**src/rtl/muldiv_pkg.sv**
```systemverilog
// Shared definitions for the multiply/divide unit: op encodings, FSM states
// and the default datapath width.
package muldiv_pkg;

    localparam int unsigned DEF_WIDTH = 32;
    localparam int unsigned DEF_CNT_W = 5;

    // op[1] selects divide, op[0] selects unsigned
    typedef enum logic [1:0] {
        OP_MULT  = 2'b00,
        OP_MULTU = 2'b01,
        OP_DIV   = 2'b10,
        OP_DIVU  = 2'b11
    } op_e;

    typedef enum logic [2:0] {
        IDLE = 3'd0,
        PREP = 3'd1,
        CALC = 3'd2,
        FIX  = 3'd3,
        DONE = 3'd4
    } state_e;

endpackage : muldiv_pkg

```
**src/rtl/muldiv_step.sv**
```systemverilog
// One radix-2 iteration of the multiply/divide datapath (purely combinational).
//   is_div    : 1 = restoring divide step, 0 = shift-add multiply step
//   acc_in    : {upper, lower} accumulator
//               multiply: {partial product, remaining multiplier bits}
//               divide  : {partial remainder, dividend/quotient bits}
//   opnd      : multiplicand (multiply) or divisor (divide), magnitude form
//   acc_out_c : accumulator after this iteration
module muldiv_step
    import muldiv_pkg::*;
#(
    parameter int unsigned WIDTH = DEF_WIDTH
) (
    input  logic                 is_div,
    input  logic [2*WIDTH-1:0]   acc_in,
    input  logic [WIDTH-1:0]     opnd,
    output logic [2*WIDTH-1:0]   acc_out_c
);

    logic [WIDTH:0] add_sum;
    logic [WIDTH:0] rem_sh;
    logic [WIDTH:0] diff;

    // Multiply: add multiplicand into the upper half when the current multiplier bit is set
    assign add_sum = {1'b0, acc_in[2*WIDTH-1:WIDTH]} + (acc_in[0] ? {1'b0, opnd} : '0);

    // Divide: bring the next dividend bit into the remainder and try the subtract
    assign rem_sh  = {acc_in[2*WIDTH-1:WIDTH], acc_in[WIDTH-1]};
    assign diff    = rem_sh - {1'b0, opnd};

    // Select: a borrow (diff MSB) means the trial subtract failed, keep the shifted remainder
    always_comb begin
        acc_out_c = acc_in;
        if (is_div) begin
            if (!diff[WIDTH]) begin
                acc_out_c = {diff[WIDTH-1:0], acc_in[WIDTH-2:0], 1'b1};
            end else begin
                acc_out_c = {rem_sh[WIDTH-1:0], acc_in[WIDTH-2:0], 1'b0};
            end
        end else begin
            acc_out_c = {add_sum, acc_in[WIDTH-1:1]};
        end
    end

endmodule : muldiv_step

```
**src/rtl/muldiv_unit.sv**
```systemverilog
// Multi-cycle MIPS MULT/MULTU/DIV/DIVU unit with HI/LO result registers.
//   clk, rst     : clock, asynchronous active-low reset
//   start        : request, accepted only while idle (including the done cycle)
//   op           : 00 MULT, 01 MULTU, 10 DIV, 11 DIVU
//   a, b         : rs / rt operands
//   busy         : operation in progress
//   done         : one-cycle completion pulse
//   div_by_zero  : set when the last operation was a divide by zero
//   hi, lo       : HI/LO registers
module muldiv_unit
    import muldiv_pkg::*;
#(
    parameter int unsigned WIDTH = DEF_WIDTH,
    parameter int unsigned CNT_W = DEF_CNT_W
) (
    input  logic             clk,
    input  logic             rst,
    input  logic             start,
    input  logic [1:0]       op,
    input  logic [WIDTH-1:0] a,
    input  logic [WIDTH-1:0] b,
    output logic             busy,
    output logic             done,
    output logic             div_by_zero,
    output logic [WIDTH-1:0] hi,
    output logic [WIDTH-1:0] lo
);

    localparam logic [CNT_W-1:0] LAST_CNT = CNT_W'(WIDTH - 1);

    state_e               state_q, state_d;
    op_e                  op_q, op_d;
    logic [WIDTH-1:0]     a_q, a_d;
    logic [WIDTH-1:0]     b_q, b_d;
    logic [WIDTH-1:0]     opnd_q, opnd_d;
    logic [2*WIDTH-1:0]   acc_q, acc_d;
    logic [CNT_W-1:0]     cnt_q, cnt_d;
    logic                 busy_q, busy_d;
    logic                 done_q, done_d;
    logic                 dbz_q, dbz_d;
    logic [WIDTH-1:0]     hi_q, hi_d;
    logic [WIDTH-1:0]     lo_q, lo_d;

    logic                 is_div;
    logic                 is_signed;
    logic [WIDTH-1:0]     a_mag;
    logic [WIDTH-1:0]     b_mag;
    logic                 res_neg;
    logic                 rem_neg;
    logic [2*WIDTH-1:0]   prod_fix;
    logic [WIDTH-1:0]     quot_fix;
    logic [WIDTH-1:0]     rem_fix;
    logic [2*WIDTH-1:0]   step_acc_c;

    assign is_div    = op_q[1];
    assign is_signed = ~op_q[0];

    // Operand magnitudes; a_q/b_q stay raw so signs and the div-by-zero HI value survive
    assign a_mag = (is_signed && a_q[WIDTH-1]) ? -a_q : a_q;
    assign b_mag = (is_signed && b_q[WIDTH-1]) ? -b_q : b_q;

    // Sign correction applied at FIX; most-negative values wrap naturally
    assign res_neg  = is_signed & (a_q[WIDTH-1] ^ b_q[WIDTH-1]);
    assign rem_neg  = is_signed & a_q[WIDTH-1];
    assign prod_fix = res_neg ? -acc_q : acc_q;
    assign quot_fix = res_neg ? -acc_q[WIDTH-1:0] : acc_q[WIDTH-1:0];
    assign rem_fix  = rem_neg ? -acc_q[2*WIDTH-1:WIDTH] : acc_q[2*WIDTH-1:WIDTH];

    muldiv_step #(
        .WIDTH (WIDTH)
    ) u_step (
        .is_div    (is_div),
        .acc_in    (acc_q),
        .opnd      (opnd_q),
        .acc_out_c (step_acc_c)
    );

    // State and datapath registers
    always_ff @(posedge clk or negedge rst) begin
        if (!rst) begin
            state_q <= IDLE;
            op_q    <= OP_MULT;
            a_q     <= '0;
            b_q     <= '0;
            opnd_q  <= '0;
            acc_q   <= '0;
            cnt_q   <= '0;
            busy_q  <= 1'b0;
            done_q  <= 1'b0;
            dbz_q   <= 1'b0;
            hi_q    <= '0;
            lo_q    <= '0;
        end else begin
            state_q <= state_d;
            op_q    <= op_d;
            a_q     <= a_d;
            b_q     <= b_d;
            opnd_q  <= opnd_d;
            acc_q   <= acc_d;
            cnt_q   <= cnt_d;
            busy_q  <= busy_d;
            done_q  <= done_d;
            dbz_q   <= dbz_d;
            hi_q    <= hi_d;
            lo_q    <= lo_d;
        end
    end

    // Next-state and datapath control
    always_comb begin
        state_d = state_q;
        op_d    = op_q;
        a_d     = a_q;
        b_d     = b_q;
        opnd_d  = opnd_q;
        acc_d   = acc_q;
        cnt_d   = cnt_q;
        done_d  = 1'b0;
        dbz_d   = dbz_q;
        hi_d    = hi_q;
        lo_d    = lo_q;

        unique case (state_q)
            IDLE: begin
                if (start) begin
                    op_d    = op_e'(op);
                    a_d     = a;
                    b_d     = b;
                    dbz_d   = 1'b0;
                    state_d = PREP;
                end
            end
            PREP: begin
                if (is_div && (b_q == '0)) begin
                    state_d = DONE;
                end else begin
                    // Multiply keeps the multiplier in the low half; divide keeps the dividend there
                    opnd_d  = is_div ? b_mag : a_mag;
                    acc_d   = {{WIDTH{1'b0}}, (is_div ? a_mag : b_mag)};
                    cnt_d   = '0;
                    state_d = CALC;
                end
            end
            CALC: begin
                acc_d = step_acc_c;
                cnt_d = cnt_q + CNT_W'(1);
                if (cnt_q == LAST_CNT) begin
                    state_d = FIX;
                end
            end
            FIX: begin
                if (is_div) begin
                    hi_d = rem_fix;
                    lo_d = quot_fix;
                end else begin
                    hi_d = prod_fix[2*WIDTH-1:WIDTH];
                    lo_d = prod_fix[WIDTH-1:0];
                end
                done_d  = 1'b1;
                state_d = IDLE;
            end
            DONE: begin
                hi_d    = a_q;
                lo_d    = '1;
                dbz_d   = 1'b1;
                done_d  = 1'b1;
                state_d = IDLE;
            end
            default: begin
                state_d = IDLE;
            end
        endcase

        busy_d = (state_d != IDLE);
    end

    assign busy        = busy_q;
    assign done        = done_q;
    assign div_by_zero = dbz_q;
    assign hi          = hi_q;
    assign lo          = lo_q;

endmodule : muldiv_unit

```
**config.mk**
```make
export PLATFORM = sky130hd
export DESIGN_NAME = muldiv_unit
export DESIGN_NICKNAME = d
export VERILOG_FILES = /design/src/rtl/muldiv_pkg.sv /design/src/rtl/muldiv_step.sv /design/src/rtl/muldiv_unit.sv
export SDC_FILE = /design/constraint.sdc
export NUM_CORES = 1
export LEC_CHECK = 0
export ABC_AREA = 1
export CORE_ASPECT_RATIO = 0.7
export CORE_MARGIN = 2
export CORE_UTILIZATION = 50
export DETAILED_ROUTE_END_ITERATION = 12
export GPL_TIMING_DRIVEN = 0
export PLACE_DENSITY = 0.69
export SLEW_MARGIN = 30
export SYNTH_ARGS = -nofsm -noshare
export SYNTH_HDL_FRONTEND = slang
export SYNTH_SLANG_ARGS = --single-unit
```
**constraint.sdc**
```tcl
create_clock -name clk -period 7.5 [get_ports clk]
set_clock_uncertainty 0.2 [all_clocks]
set_input_delay 1.5 -clock clk [delete_from_list [all_inputs] [get_ports clk]]
set_output_delay 1.5 -clock clk [all_outputs]
set_load 0.02 [all_outputs]
```
==> summary.txt <==
Worst setup path
  – Cell mode on critical path: nand2_1
  – Nature of the critical path startpoint: flip-flop
  – Reg2reg path depth: 19
  – Crit path max fanout: 10
  – CP required: between 7 and 8 ns
  – Crit path from: acc_q[0]$_DFFE_PN0P_
  – Critical Path Stages: 19
  – CP Class: flip-flop to flip-flop
  – CP Buf/Inv Count: 5
  – Worst EP arrival: 3.97 ns
  – Crit-path max cell delay: around 0.47 ns
  – Crit. End Element: flip-flop
  – R2R Path End: acc_q[51]$_DFFE_PN0P_
  – Reg2Reg Setup Slack: 3.80 ns
  – Crit-path leading delay family: simple AND/OR/NAND/NOR gates
  – Worst path cell trace: buf_2 > clkbuf_1 > nand2_1 > inv_1 > ha_1 > inv_1 > fa_1 > o21ai_0 > nand2_1 > nand2_1 > nand2_1 > nand2_1 > nand2_1 > nand3_1 > nand3_1 > nand2_1 > inv_1 > nand2_1 > nand2_1
  – CP max stage cell: fa_1
  – Reg2reg start: acc_q[0]$_DFFE_PN0P_
  – Crit path capture: acc_q[51]$_DFFE_PN0P_

Route
  – Vias/cell: 6.041
  – WL/cell: 24.19 µm
  – Routed Antenna Nets: 0
  – DRT Pass-1 Iters: 12
  – DR DRC count: 0
  – Routed wire length: 95.46 mm
  – Via count: 23840
  – Detailed Route Iter0 Violations: 3821

STA
  – Final worst slack: about 3.8 ns
  – Final setup viols: 0
  – Tmin final: roughly 3.7 ns
  – Max-slew violations: 0
  – Slew HR: 0.2889
  – Final worst-path cycle share: 0.4933
  – Fmax: 0.2703 GHz
  – RSZ-0062 raised after global routing: false
  – WHS: 0.2787 ns
  – Worst-Margin Slew: ~1.1 ns
  – Final hold vios: 0

Die
  – Die footprint: ~0.042 mm²
  – Die width: 243.2 µm
  – Initial Utilization: 0.5056
  – I/O pin count: 136
  – Core outline area: a little under 0.04 mm²
  – Cell Rows: 61
  – Die Span Y: 171.5 µm

Logic synthesis
  – Ranking of synthesized cells by area: dfrtp_1 (30%), nand2_1 (20%), inv_1 (8.2%)
  – Largest family of logic cells by synthesized area: simple AND/OR/NAND/NOR gates
  – Multiplexer share of the synthesized area: 0.0004998
  – Syn avg cell area: 6.210 µm²
  – Synth Net Count: 3366
  – Adder-cell share of the synthesized area: 0.04573
  – Synth warnings: 0
  – Seq/Total Area, Yosys: 0.2961
  – Synth unique cells: 58
  – Compound-Gate Fraction of Synth Area: 0.1325
  – Post-Synthesis Cells: between 3000 and 4000
  – Area share of the largest cell type after synthesis: 0.2961
  – Synth top cells by count: nand2_1 (1081), inv_1 (437), nand3_1 (319), nor2_1 (259), o21ai_0 (245)
  – Post-synth EDFFs: 0
  – Ys async rst share: 1.000
  – Most frequent cell after synthesis: nand2_1
  – Post-synth top flop: dfrtp_1
  – Area leader, netlist: dfrtp_1
  – Syn Std Cell Area: 0.02003 mm²
  – Post-Synth Simple-Gate Area: 0.3745
  – #FFs+latches synth: 237
  – XOR/XNOR share of the synthesized area: 0.03980

Final layout
  – Final std cells w/o fill: 3946
  – Diodes inserted: 0
  – Area growth from synthesis to layout: 14.76%
  – FF/Latch Area: approximately 0.006 mm²
  – Fill count: 3861
  – Final Net Count: 3532
  – Layout cell share with drive strength beyond 1: 0.04222
  – Final instance area: about 0.023 mm²
  – Multi-input gate area: around 0.012 mm²

Clock tree
  – Reg clk slew, reported paths: about 0.070 ns
  – Clk sink count: 237
  – Num CTS Buffers: 27
  – Worst-Skew Late Latency: 0.60 ns
  – Resize count post-CTS: 0
  – Clk buf depth: 3
  – Root Driver: clkbuf_16
  – Post-CTS Hold Buffers: 0
  – H-tree depth reported by CTS: 1
  – Clock tree from TritonCTS: yes
  – Post-CTS Setup Inserts: 0

GRT
  – Global route overflow: 0
  – Vias in the first global route: around 21000
  – First-pass GRT wire length: 136.3 mm
  – Antenna violations before repair: 3
  – Pin count of the biggest net entering global routing: ~90
  – GRT Total Usage: 0.4456

Place
  – RePlAce Congestion: 1.120
  – Place WS: 3.621 ns
  – Dpl cell area: approximately 0.022 mm²
  – PortBufs: 135
  – Placed cell count: 3897
  – Hpwl dp: 77.62 mm

Min path
  – Worst Hold Class: flip-flop to flip-flop

Run status
  – Status: complete, no violations

Job
  – Max Cap Viol: 0
-- worst min-delay path, stage by stage, from the launching register on --
cell     delay (ns)
dfrtp_1        0.34
nand2_1        0.05
nand2_1        0.05
-- metal layers --
| layer | GRT usage | up-vias | part of all wire | routed length (µm) |
|---|---|---|---|---|
| met3 | 0.2049 | 220 | 0.18 | 17200 |
| met2 | 0.5653 | 1857 | 0.36 | 34620 |
| li1 | - | 10660 | - | - |
| met5 | 0.01647 | - | 0.0013 | 127 |
| met1 | 0.6494 | 11100 | 0.42 | 39930 |
| met4 | 0.1459 | 8 | 0.038 | 3584 |
-- registers in the layout (all words and copies together), names as in the netlist, 3 cells and up --
name and flops:
acc_q 64, a_q 32, b_q 32, hi 32, lo 32, opnd_q 32
cnt_q 5, state_q 3
-- kinds of logic (layout without fill, tap and decap cells) --
family | after synthesis | in the layout
AO/OA/AOI/OAI | 476 | 476
XOR/XNOR | 91 | 91
adder cells (fa/ha/maj) | 72 | 72
buffers and inverters | 559 | 745
flip-flops | 237 | 237
multiplexers | 1 | 1
AND/OR/NAND/NOR | 1789 | 1789
-- how the worst min path moves through the flow --
stage	from	end	slack, ns	cells after the start
after floorplan	opnd_q[29]$_DFFE_PN0P_	opnd_q[29]$_DFFE_PN0P_	0.27	2
after detailed placement	hi[15]$_DFFE_PN0P_	hi[15]$_DFFE_PN0P_	0.27	2
after global routing	hi[5]$_DFFE_PN0P_	hi[5]$_DFFE_PN0P_	0.31	2
after global placement	hi[21]$_DFFE_PN0P_	hi[21]$_DFFE_PN0P_	0.26	2
final	hi[15]$_DFFE_PN0P_	hi[15]$_DFFE_PN0P_	0.28	2
after CTS	hi[15]$_DFFE_PN0P_	hi[15]$_DFFE_PN0P_	0.28	2
-- layout by cell type, fill, tap and decap left out, types with 6 or more instances in the layout --
| cell type | synthesis | final |
|---|---|---|
| nor4_1 | 8 | 8 |
| clkbuf_16 | 0 | 27 |
| ha_1 | 70 | 70 |
| xnor2_1 | 18 | 18 |
| nor3_1 | 24 | 24 |
| o2111ai_1 | 6 | 6 |
| o21ai_1 | 12 | 12 |
| a31oi_1 | 12 | 12 |
| o21ai_0 | 245 | 245 |
| nand3_1 | 319 | 319 |
| inv_1 | 437 | 437 |
| or2_2 | 13 | 13 |
| nand3b_1 | 21 | 21 |
| nand2_2 | 10 | 10 |
| nand2_1 | 1081 | 1081 |
| clkdlybuf4s50_1 | 0 | 134 |
| o21bai_1 | 14 | 14 |
| buf_1 | 13 | 13 |
| nor2_1 | 259 | 259 |
| xor2_1 | 73 | 73 |
| nand4_1 | 34 | 34 |
| a21oi_1 | 101 | 101 |
| buf_6 | 7 | 7 |
| clkinv_2 | 0 | 7 |
| inv_2 | 7 | 7 |
| nor2_2 | 8 | 8 |
| dfrtp_1 | 237 | 237 |
| o211ai_1 | 30 | 30 |
| o31ai_1 | 6 | 6 |
| clkbuf_1 | 58 | 61 |
| o22ai_1 | 25 | 25 |
| buf_2 | 30 | 30 |
-- layout make-up --
type	count	area share
Tap cell	535	0.02912
Sequential cell	237	0.2580
Clock inverter	14	0.005226
Multi-Input combinational cell	2429	0.5167
Clock buffer	35	0.03288
Inverter	447	0.07311
Buffer	112	0.02352
Timing Repair Buffer	137	0.06140
-- per-stage QoR --
step / TNS [ns] / util
2_1_floorplan: 0 / -
5_1_grt: 0 / 0.5802
6_report: 0 / 0.5802
4_1_cts: 0 / 0.5802
3_3_place_gp: -1291.42 / 0.5566
3_5_place_dp: 0 / 0.5581
Power is not shown: default switching activity piles up to over one toggle a cycle in this logic, so the estimate is an artifact.
